### config.mk
export PLATFORM = sky130hd
export DESIGN_NAME = vend_sequencer
export DESIGN_NICKNAME = d
export VERILOG_FILES = /design/src/rtl/vend_sequencer.sv
export SDC_FILE = /design/constraint.sdc
export NUM_CORES = 1
export LEC_CHECK = 0
export CAP_MARGIN = 20
export CORE_AREA = 2 2 47 49
export DETAILED_ROUTE_END_ITERATION = 16
export DIE_AREA = 0 0 49 51
export GPL_TIMING_DRIVEN = 0
export PLACE_DENSITY = 0.79
export SLEW_MARGIN = 20
export SYNTH_ARGS = -nofsm -noshare
export SYNTH_HDL_FRONTEND = slang
export SYNTH_SLANG_ARGS = --single-unit
### constraint.sdc
create_clock -name clk -period 1.9 [get_ports clk]
set_input_delay 0.19 -clock clk [delete_from_list [all_inputs] [get_ports clk]]
set_output_delay 0.19 -clock clk [all_outputs]
set_load 0.05 [all_outputs]
### src/rtl/vend_sequencer.sv
// vend_sequencer: coin-credit vending FSM with dispenser and change-hopper handshakes.
// Optional feature macro VEND_CHANGE_EN: builds the CHANGE state (cancel refund and greedy change).
module vend_sequencer #(
  parameter int unsigned PRICE    = 7,
  parameter int unsigned CREDIT_W = 6
) (
  input  logic                clk,
  input  logic                reset,
  input  logic                coin_valid,
  input  logic [1:0]          coin_code,
  input  logic                cancel,
  input  logic                disp_ack,
  input  logic                change_ack,
  output logic                disp_req,
  output logic                change_valid,
  output logic [1:0]          change_code,
  output logic                coin_reject,
  output logic                vend_done,
  output logic [CREDIT_W-1:0] credit,
  output logic [1:0]          state
);

  typedef enum logic [1:0] {
    ST_IDLE     = 2'd0,
    ST_COLLECT  = 2'd1,
    ST_DISPENSE = 2'd2,
    ST_CHANGE   = 2'd3
  } state_e;

  localparam logic [CREDIT_W-1:0] PRICE_C = CREDIT_W'(PRICE);
  localparam logic [CREDIT_W:0]   MAX_C   = {1'b0, {CREDIT_W{1'b1}}};

  // Unit value of a coin code (25p coin is 5 units).
  function automatic logic [CREDIT_W-1:0] coin_units(input logic [1:0] code);
    case (code)
      2'd1:    coin_units = CREDIT_W'(1);
      2'd2:    coin_units = CREDIT_W'(2);
      2'd3:    coin_units = CREDIT_W'(5);
      default: coin_units = '0;
    endcase
  endfunction

  state_e              state_q, state_d;
  logic [CREDIT_W-1:0] credit_q, credit_d;
  logic                disp_req_q, disp_req_d;
  logic                coin_reject_q, coin_reject_d;
  logic                vend_done_q, vend_done_d;

  logic                coin_present_c;
  logic                coin_ok_c;
  logic                cancel_eff_c;
  logic [CREDIT_W:0]   credit_sum_c;
  logic [CREDIT_W-1:0] remainder_c;

`ifdef VEND_CHANGE_EN
  logic                change_valid_q, change_valid_d;
  logic [1:0]          change_code_q, change_code_d;
  logic [CREDIT_W-1:0] change_rem_c;

  // Largest coin that does not exceed the remaining credit.
  function automatic logic [1:0] change_pick(input logic [CREDIT_W-1:0] cr);
    if (cr >= CREDIT_W'(5))      change_pick = 2'd3;
    else if (cr >= CREDIT_W'(2)) change_pick = 2'd2;
    else                         change_pick = 2'd1;
  endfunction

  assign cancel_eff_c = cancel;
`else
  logic unused_change_inputs;
  assign unused_change_inputs = ^{cancel, change_ack};
  assign cancel_eff_c         = 1'b0;
`endif

  // Coin acceptance: only while collecting below price, no overflow, no pending cancel.
  assign coin_present_c = coin_valid && (coin_code != 2'd0);
  assign credit_sum_c   = {1'b0, credit_q} + {1'b0, coin_units(coin_code)};
  assign coin_ok_c      = ((state_q == ST_IDLE) ||
                           ((state_q == ST_COLLECT) && (credit_q < PRICE_C))) &&
                          (credit_sum_c <= MAX_C) && !cancel_eff_c;
  assign remainder_c    = credit_q - PRICE_C;

  // Next-state and registered-output logic.
  always_comb begin
    state_d       = state_q;
    credit_d      = credit_q;
    vend_done_d   = 1'b0;
    coin_reject_d = coin_present_c && !coin_ok_c;
`ifdef VEND_CHANGE_EN
    change_valid_d = change_valid_q;
    change_code_d  = change_code_q;
    change_rem_c   = credit_q - coin_units(change_code_q);
`endif
    case (state_q)
      ST_IDLE: begin
        if (coin_present_c && coin_ok_c) begin
          credit_d = credit_sum_c[CREDIT_W-1:0];
          state_d  = ST_COLLECT;
        end
      end
      ST_COLLECT: begin
        if (cancel_eff_c) begin
          state_d = ST_CHANGE;
        end else if (credit_q >= PRICE_C) begin
          state_d = ST_DISPENSE;
        end else if (coin_present_c && coin_ok_c) begin
          credit_d = credit_sum_c[CREDIT_W-1:0];
        end
      end
      ST_DISPENSE: begin
        if (disp_ack) begin
          credit_d    = remainder_c;
          vend_done_d = 1'b1;
          if (remainder_c == '0) begin
            state_d = ST_IDLE;
          end else begin
`ifdef VEND_CHANGE_EN
            state_d = ST_CHANGE;
`else
            state_d = ST_COLLECT;
`endif
          end
        end
      end
      ST_CHANGE: begin
`ifdef VEND_CHANGE_EN
        // Valid drops after each ack, giving a gap cycle before the next coin.
        if (change_valid_q && change_ack) begin
          credit_d       = change_rem_c;
          change_valid_d = 1'b0;
          change_code_d  = 2'd0;
          if (change_rem_c == '0) state_d = ST_IDLE;
        end else if (!change_valid_q) begin
          if (credit_q == '0) begin
            state_d = ST_IDLE;
          end else begin
            change_valid_d = 1'b1;
            change_code_d  = change_pick(credit_q);
          end
        end
`else
        state_d = ST_IDLE;
`endif
      end
      default: state_d = ST_IDLE;
    endcase
    disp_req_d = (state_d == ST_DISPENSE);
  end

  always_ff @(posedge clk or posedge reset) begin
    if (reset) begin
      state_q       <= ST_IDLE;
      credit_q      <= '0;
      disp_req_q    <= 1'b0;
      coin_reject_q <= 1'b0;
      vend_done_q   <= 1'b0;
    end else begin
      state_q       <= state_d;
      credit_q      <= credit_d;
      disp_req_q    <= disp_req_d;
      coin_reject_q <= coin_reject_d;
      vend_done_q   <= vend_done_d;
    end
  end

`ifdef VEND_CHANGE_EN
  always_ff @(posedge clk or posedge reset) begin
    if (reset) begin
      change_valid_q <= 1'b0;
      change_code_q  <= 2'd0;
    end else begin
      change_valid_q <= change_valid_d;
      change_code_q  <= change_code_d;
    end
  end

  assign change_valid = change_valid_q;
  assign change_code  = change_code_q;
`else
  assign change_valid = 1'b0;
  assign change_code  = 2'd0;
`endif

  assign disp_req    = disp_req_q;
  assign coin_reject = coin_reject_q;
  assign vend_done   = vend_done_q;
  assign credit      = credit_q;
  assign state       = state_q;

endmodule
==> flow_summary.ini, run 1 <==
[sta]
finalSetupViolCount = 7
report.final.slew_viol_count = 0
clock-skew-final_ps = 0.949
timing.fmax_mhz = 498
timing.final.crit_share = 1.06
layout_setup_ws_ps = -110
fin_crit_ps = 2010
max-slew-margin-rel = 0.611
worst_pin_slew_ps = 580
rsz0062_at_grt = yes
timing.final.hold_violations = 0

[route]
ant_nets = 0
wirelength_mm = 1.88
remaining_drc_errors = 0
detail_route.vias_per_cell = 4.97
dr.first_iter.drc_count = 10
firstDrtPassIters = 4
detailed_route_via_count = 706
detail_route.wl_per_cell_um = 13.2

[final_layout]
mostFrequentLayoutCells = clkdlybuf4s50_1 (15), buf_4 (13), dfrtp_1 (7), nor2_1 (6), a21oi_1 (5)
filler_cell_count_in_the_final_layout = 195
layout.cell_area.non_filler_um2 = 1150
final_nets = 128
post_route_cells_drive_above_1_share = 0.307
antenna_cells = 0
postLayoutCoreUtil = 0.560
final_common_cell = clkdlybuf4s50_1
synthToLayoutAreaGrowth_pct = 45.8

[critical_path]
worst_setup_path_start_kind = flop
critical_path.max_fanout = 4
cp.required_ps = 2060
crit_type = flop to flop
timing.critical_path.to_type = flop
cp_data_arrival_time_ps = 2170

[grt]
pin_count_of_the_biggest_net_entering_global_routing = 12
grt_util_all_layers = 0.160
overflow = 0
grt_pass1_vias = 688
grt_first_pass_wirelength_mm = 2.93
antenna_found_initial = 0

[die]
floorplan.die_area_um2 = 2500
die_width_um = 49
die_h_um = 51
io_pins = 22
core.rowCount = 17
floorplan.core_area_um2 = 2060
floorplan.initialDensity = 0.384

[yosys]
postSynth.asyncResetShare = 1.00
synth_warnings = 0
combinational_family_with_the_most_area_after_synthesis = simple AND/OR/NAND/NOR gates
synth.avg_cell_area_um2 = 9.66
synth_xor_xnor_area_share = 0.0553
synth_seq_cells = 11
post_synth_fa_ha_maj_area_fraction = 0.0885
synth_cell_types = 37
synth_edf_count = 0
postSynthCellCount = 82
seq_area_frac_synth = 0.348
dominantRegCellSynth = dfrtp_1
synth_compound_gate_area_share = 0.205
synth-simple-area-share = 0.207
multiplexer_share_of_the_synthesized_area = 0.0253
synthesis.area_um2 = 792

[clock_network]
clock_insertion_delay_worst_skew_ps = 270
clk_path_buf_depth = 2
clockRootBuffer = clkbuf_4
clock_tree_from_tritoncts = done
clock_tree.htree_level_count = 1
cts.clk_slew.worst_paths_ps = 70
clock-sinks = 11
cts_inserted_buffers = 3

[outcome]
outcome = complete, but fails checks
failed_checks = setup timing

[placement]
gp_routability_congestion = 0.816
numPortBuffers = 16
dpl-instance-area_um2 = 1010
dp.final_hpwl_mm = 1.33

[power]
vdd_drop_max_mv = 0.897
power.static_leakage_nw = 0.500
pwr_density_cell_nw_per_um2 = 1940

[flow_run]
drv.max_cap_violation_count = 0

[min_path]
worst_hold_path_type = primary input to asynchronous set/reset pin
-- Yosys cell counts, types with 2 or more instances --
cell type,n,area share
o21ai_0,2,0.013
nor2b_1,2,0.016
nand4_1,3,0.024
nand2b_1,3,0.024
o2bb2ai_1,2,0.022
and2_2,2,0.019
nor2_1,6,0.028
xnor2_1,4,0.044
inv_1,4,0.019
dfrtp_1,11,0.35
a21o_1,2,0.019
a21oi_1,5,0.032
nand2_1,2,0.0095
o21ai_1,2,0.013
buf_4,3,0.028
ha_1,4,0.063
nand3_1,4,0.025
mux2i_1,2,0.025
-- where the power goes --
part / internal (mW) / switching (mW) / total (mW)
Combinational: 0.686 / 0.876 / 1.56
Sequential: 0.356 / 0.164 / 0.521
Clock: 0.0814 / 0.0791 / 0.160
-- cells by family (layout without fill, tap and decap cells) --
kind of cell | after synthesis | in the layout
multiplexers | 2 | 2
flip-flops | 11 | 11
AO/OA/AOI/OAI | 21 | 21
buffers and inverters | 9 | 39
XOR/XNOR | 5 | 5
AND/OR/NAND/NOR | 28 | 28
other | 1 | 3
adder cells (fa/ha/maj) | 5 | 5
-- through the flow --
stage / setup WS, ps / hold WS (ps) / power [mW] / cells / TNS, ps
floorplan: -162 / 42.2 / 1.49 / 84 / -896
global route: -164 / 249 / 2.40 / 142 / -954
CTS: -137 / 214 / 2.14 / 139 / -680
detailed placement: -456 / 507 / 1.88 / 128 / -2750
finish: -110 / 207 / 2.24 / 142 / -591
global placement: -396 / 503 / 1.84 / 128 / -2370
-- sequential cells by signal, indices dropped and copies added, names as in the netlist --
name,cells
coin_reject,1
credit,6
disp_req,1
state,2
vend_done,1
-- per-layer routing --
metal,vias up,routed length [um],GRT usage
li1,351,-,-
met1,324,758,0.170
met2,25,977,0.274
met3,6,105,0.0556
met4,0,34,0.100
met5,-,0,0
-- final cells by class --
cell class / instances / area, um2 / share of cell area
Clock buffer: 4 / 26.3 / 0.0228
Sequential cell: 11 / 280 / 0.243
Timing Repair Buffer: 26 / 238 / 0.206
Inverter: 4 / 15.0 / 0.0130
Multi-Input combinational cell: 64 / 523 / 0.453
Buffer: 5 / 37.5 / 0.0325
Tap cell: 28 / 35.0 / 0.0303
-- what timing repair did --
action                     in CTS  in global routing
setup buffers                   7                  3
hold buffers                    0                  0
pin swaps                       2                  1
setup endpoints to repair       7                  7
gates resized for setup         4                  4
-- critical path, stage by stage, from the launching register on --
cell,delay [ps]
dfrtp_2,450
ha_4,170
a21o_1,190
or4_4,440
o31ai_4,200
buf_4,160
nand4_1,120
xnor2_1,160
-- final timing paths --
kind | startpoint | endpoint | slack, ps | cells past startpoint
setup / recovery | credit[0] | credit[5] | -110 | 7
hold / removal | reset | coin_reject | 210 | 2
setup reg to reg | credit[0] | credit[5] | -110 | 7
hold reg to reg | credit[5] | credit[5] | 560 | 1
max in group asynchronous | reset | credit[3] | 1380 | 2
min in group clk | credit[5] | credit[5] | 560 | 1
No activity file was read; power rests on OpenSTA's default activity.
==> run 2: changes to the inputs <==
Settings changed: SETUP_SLACK_MARGIN from default to 0.05.
==> run 2 against run 1 <==
  * The run still ends with setup timing left
  * Non-clock buffer count grew 3
  * Die area is the same
  * Via count grew 2.7%
  * Routed wire length grew 8.4%
  * Global-route usage grew 0.57 points
  * Clock power is essentially flat
  * Highest routed layer unchanged
==> flow_summary.ini, run 2 (synthesis gave the netlist of run 1 again) <==
[critical_path]
source_of_the_critical_timing_path = credit[0]
worst-r2r-setup-slack_ps = -220
r2r_end = credit[5]
worstSetupEndpoint = credit[5]
crit_type = flop to flop
cp_data_arrival_time_ps = 2280
worst_setup_path_start_kind = flop
timing.critical_path.to_type = flop
critical_path.max_fanout = 3
cp.required_ps = 2050
r2r-start = credit[0]
r2r_depth = 7

[sta]
rsz0062_at_grt = yes
fin_crit_ps = 2120
clock-skew-final_ps = 0.224
max-slew-margin-rel = 0.608
timing.fmax_mhz = 471
layout_setup_ws_ps = -224
timing.final.crit_share = 1.12
finalSetupViolCount = 7
worst_pin_slew_ps = 584
timing.final.hold_violations = 0
report.final.slew_viol_count = 0

[placement]
dp.final_hpwl_mm = 1.33
dp_worst_setup_slack_ps = -456
placed_cell_count = 128
numPortBuffers = 16
gp_routability_congestion = 0.816
dpl-instance-area_um2 = 1010

[final_layout]
filler_cell_count_in_the_final_layout = 181
largest_register_ff_count = 6
final_common_cell = buf_4
instances_no_fill = 145
mostFrequentLayoutCells = buf_4 (13), clkdlybuf4s50_1 (10), dfrtp_1 (7), nor2_1 (6)
multiInputGateArea_um2 = 527
post_route_cells_drive_above_1_share = 0.342
final-seq-area_um2 = 280
final_nets = 131
synthToLayoutAreaGrowth_pct = 51.2
antenna_cells = 0
layout.cell_area.non_filler_um2 = 1200

[clock_network]
clock_tree_from_tritoncts = done
cts.clk_slew.worst_paths_ps = 70
clock-sinks = 11
clock_insertion_delay_worst_skew_ps = 270
clock_tree.htree_level_count = 1
clk_path_buf_depth = 2
clockRootBuffer = clkbuf_4
hold_fix_buffers_at_cts = 0
cts_inserted_buffers = 3

[grt]
grt_first_pass_wirelength_mm = 3.01
overflow = 0
grt_util_all_layers = 0.166
antenna_found_initial = 0
grt_pass1_vias = 701
pin_count_of_the_biggest_net_entering_global_routing = 12

[flow_run]
drv.max_cap_violation_count = 0

[power]
power.static_leakage_nw = 0.554
vdd_drop_max_mv = 0.868
post-layout-total-power_mw = 2.31
pwr_density_cell_nw_per_um2 = 1930

[route]
route.met2.wl_mm = 1.09
routed-wl-met3_um = 87
detailed_route_via_count = 725
ant_nets = 0
wirelength_mm = 2.03
topRoutingLayerUsed = met4
dr.first_iter.drc_count = 7
firstDrtPassIters = 6
detail_route.wirelength.met1_um = 812
detail_route.wl_per_cell_um = 14.0
detail_route.vias_per_cell = 5.00
remaining_drc_errors = 0

[die]
io_pins = 22
floorplan.die_area_um2 = 2500
core.rowCount = 17
floorplan.initialDensity = 0.384
floorplan.core_area_um2 = 2060
die_h_um = 51
die_width_um = 49

[outcome]
failed_checks = setup timing
outcome = complete, but fails checks

[min_path]
worst_hold_path_type = primary input to asynchronous set/reset pin
-- run 2: metal layers --
layer	global-route usage	vias to the layer above
li1	-	360
met1	0.174	330
met2	0.281	29
met3	0.0556	6
met4	0.119	0
met5	0	-
-- run 2: report_power, final --
group | internal (mW) | switching, mW
clock network | 0.0813 | 0.0799
registers | 0.356 | 0.154
logic | 0.721 | 0.915
total | 1.16 | 1.15
-- run 2: worst max-delay path: stages, from the launching register on --
cell and delay (ps):
dfrtp_2 440, ha_4 170, a21o_1 190, or4_4 450, o31ai_4 280, buf_4 170
nand4_1 140, xnor2_1 170
-- run 2: final cells by class --
type / instances / area share
plain buffers: 5 / 0.0313
clock buffers: 4 / 0.0219
inverters: 4 / 0.0125
multi-input cells: 64 / 0.440
flip-flops and latches: 11 / 0.234
well taps: 28 / 0.0293
repair buffers: 29 / 0.231
-- run 2: worst min path at each step --
| stage | start | endpoint | slack (ps) | depth (start not counted) |
|---|---|---|---|---|
| global route | reset | coin_reject | 250 | 2 |
| floorplan | reset | coin_reject | 40 | 1 |
| finish | reset | credit[4] | 210 | 2 |
| CTS | reset | coin_reject | 210 | 2 |
| detailed placement | reset | credit[5] | 510 | 2 |
| global placement | reset | coin_reject | 500 | 2 |
-- run 2: per-stage QoR --
step	hold WS, ps	util	setup TNS (ps)
3_5_place_dp	507	0.491	-2750
5_1_grt	254	0.580	-1350
3_3_place_gp	503	0.491	-2370
2_1_floorplan	42.2	-	-896
4_1_cts	214	0.555	-643
6_report	210	0.580	-1060
-- run 2: repair_timing --
action | CTS | global route
endpoints found under the setup margin | 7 | 11
pin swaps | 4 | 5
resized for setup | 11 | 8
setup buffers | 10 | 3
==> run 3: changes to the inputs <==
==> constraint.sdc (replaced) <==
create_clock -name clk -period 1.9 [get_ports clk]
set_input_delay 0.19 -clock clk [delete_from_list [all_inputs] [get_ports clk]]
set_output_delay 0.19 -clock clk [all_outputs]
set_load 0.01 [all_outputs]
==> run 3 against run 2 <==
  * The flow still finishes with violations (setup timing)
  * Critical path type unchanged
  * Sequential share of layout area is 1.5 points higher
  * Combinational power down 30%
  * Sequential cell count is the same
==> flow_summary.ini, run 3 (synthesis gave the netlist of run 1 again) <==
[critical_path]
worst_path_largest_cell_delay_ps = 450
critical_path.max_fanout = 6
critical_path.slowest_cell = dfrtp_2
worst_setup_path_start_kind = flop
timing.critical_path.to_type = flop
sequence_of_cells_on_the_critical_path = ha_4 > a21o_1 > or4_4 > o31ai_4 > nand4_1 > xnor2_1
cp_data_arrival_time_ps = 2170
cp.required_ps = 2070
crit_type = flop to flop

[clock_network]
clk_path_buf_depth = 2
clockRootBuffer = clkbuf_4
clock_tree.htree_level_count = 1
clock_insertion_delay_worst_skew_ps = 280
cts_inserted_buffers = 3
cts.clk_slew.worst_paths_ps = 80
clock-sinks = 11
clock_tree_from_tritoncts = done
hold_fix_buffers_at_cts = 0

[power]
vdd_drop_max_mv = 0.725
power.static_leakage_nw = 0.475
pwr_density_cell_nw_per_um2 = 1660
seq_pwr_share = 0.280
power_frac_comb = 0.624
swShare = 0.421
clockPowerShare = 0.095
post-layout-total-power_mw = 1.85
total_switching_power_mw = 0.779
internal_power_mw = 1.07

[sta]
hold_slack_ps = 200
worst_pin_slew_ps = 580
timing.final.hold_violations = 0
timing.final.crit_share = 1.05
finalSetupViolCount = 6
clock-skew-final_ps = 7.84
report.final.slew_viol_count = 0
fin_crit_ps = 2000
max-slew-margin-rel = 0.611
timing.fmax_mhz = 499
rsz0062_at_grt = yes
setup-tns-final_ps = -506
layout_setup_ws_ps = -103

[grt]
grt_pass1_vias = 662
grt_first_pass_wirelength_mm = 3.22
pin_count_of_the_biggest_net_entering_global_routing = 12
grt_util_all_layers = 0.172
overflow = 0
antenna_found_initial = 0

[route]
dr.first_iter.drc_count = 19
remaining_drc_errors = 0
detail_route.vias_per_cell = 5.19
detail_route.wl_per_cell_um = 14.0
wirelength_mm = 1.95
firstDrtPassIters = 4
detailed_route_via_count = 721
ant_nets = 0

[min_path]
worst_hold_path_type = primary input to asynchronous set/reset pin

[final_layout]
layout.cell_area.non_filler_um2 = 1120
largest_register_ff_count = 6
antenna_cells = 0
instances_no_fill = 139
synthToLayoutAreaGrowth_pct = 41.1
final_common_cell = clkdlybuf4s50_1
final_nets = 125
postLayoutCoreUtil = 0.542
mostFrequentLayoutCells = clkdlybuf4s50_1 (16), buf_4 (10), dfrtp_1 (9), nor2_1 (6), a21oi_1 (5)
post_route_cells_drive_above_1_share = 0.270

[die]
floorplan.core_area_um2 = 2060
io_pins = 22
floorplan.die_area_um2 = 2500
core.rowCount = 17
die_width_um = 49
floorplan.initialDensity = 0.384
die_h_um = 51

[placement]
dp.final_hpwl_mm = 1.36
dp_worst_setup_slack_ps = -500
placed_cell_count = 128
numPortBuffers = 16
gp_routability_congestion = 0.809
dpl-instance-area_um2 = 1010

[outcome]
outcome = complete, but fails checks
failed_checks = setup timing

[flow_run]
drv.max_cap_violation_count = 0
==> run 3: final cells by class <==
cell class	count	area, um2
Fill cell	189	946
Multi-Input combinational cell	64	513
Sequential cell	11	278
Timing Repair Buffer	23	213
Buffer	5	37.5
Tap cell	28	35.0
Clock buffer	4	26.3
Inverter	4	15.0
==> run 3: power by group through the flow <==
stage	combinational (mW)	clock, mW	sequential (mW)
6_report	1.15	0.176	0.518
5_1_grt	1.25	0.193	0.538
4_1_cts	1.10	0.177	0.510
3_5_place_dp	1.00	0	0.526
3_3_place_gp	0.969	0	0.513
2_1_floorplan	0.603	0	0.544
==> run 3: worst paths after layout <==
| check | from | endpoint | slack [ps] | cells past startpoint |
|---|---|---|---|---|
| worst max-delay path | credit[0] | credit[4] | -100 | 6 |
| worst min-delay path | reset | credit[5] | 200 | 2 |
| worst max register to register | credit[0] | credit[4] | -100 | 6 |
| worst min register to register | credit[5] | credit[5] | 570 | 1 |
| max in group asynchronous | reset | credit[0] | 1380 | 2 |
| min in group clk | disp_ack | state[0] | 570 | 3 |
==> run 3: repair_timing <==
item,in CTS,in global routing
gates resized for setup,4,3
pin swaps,1,1
buffers inserted,5,2
endpoints found under the setup margin,7,7
==> run 3: per-layer routing <==
metal,up-vias,global-route usage,share of wire
met5,-,0,0
met4,0,0.0952,0.027
met3,6,0.0292,0.048
met2,30,0.299,0.51
met1,340,0.201,0.41
li1,345,-,-
==> run 3: worst max-delay path, delay by kind of cell (launching register included) <==
family | cells | cell delay, ps
and+or+nand+nor | 2 | 600
adders and majority gates | 1 | 180
DFF | 1 | 450
AOI/OAI and AO/OA | 2 | 500
xor gates and xnor gates | 1 | 160
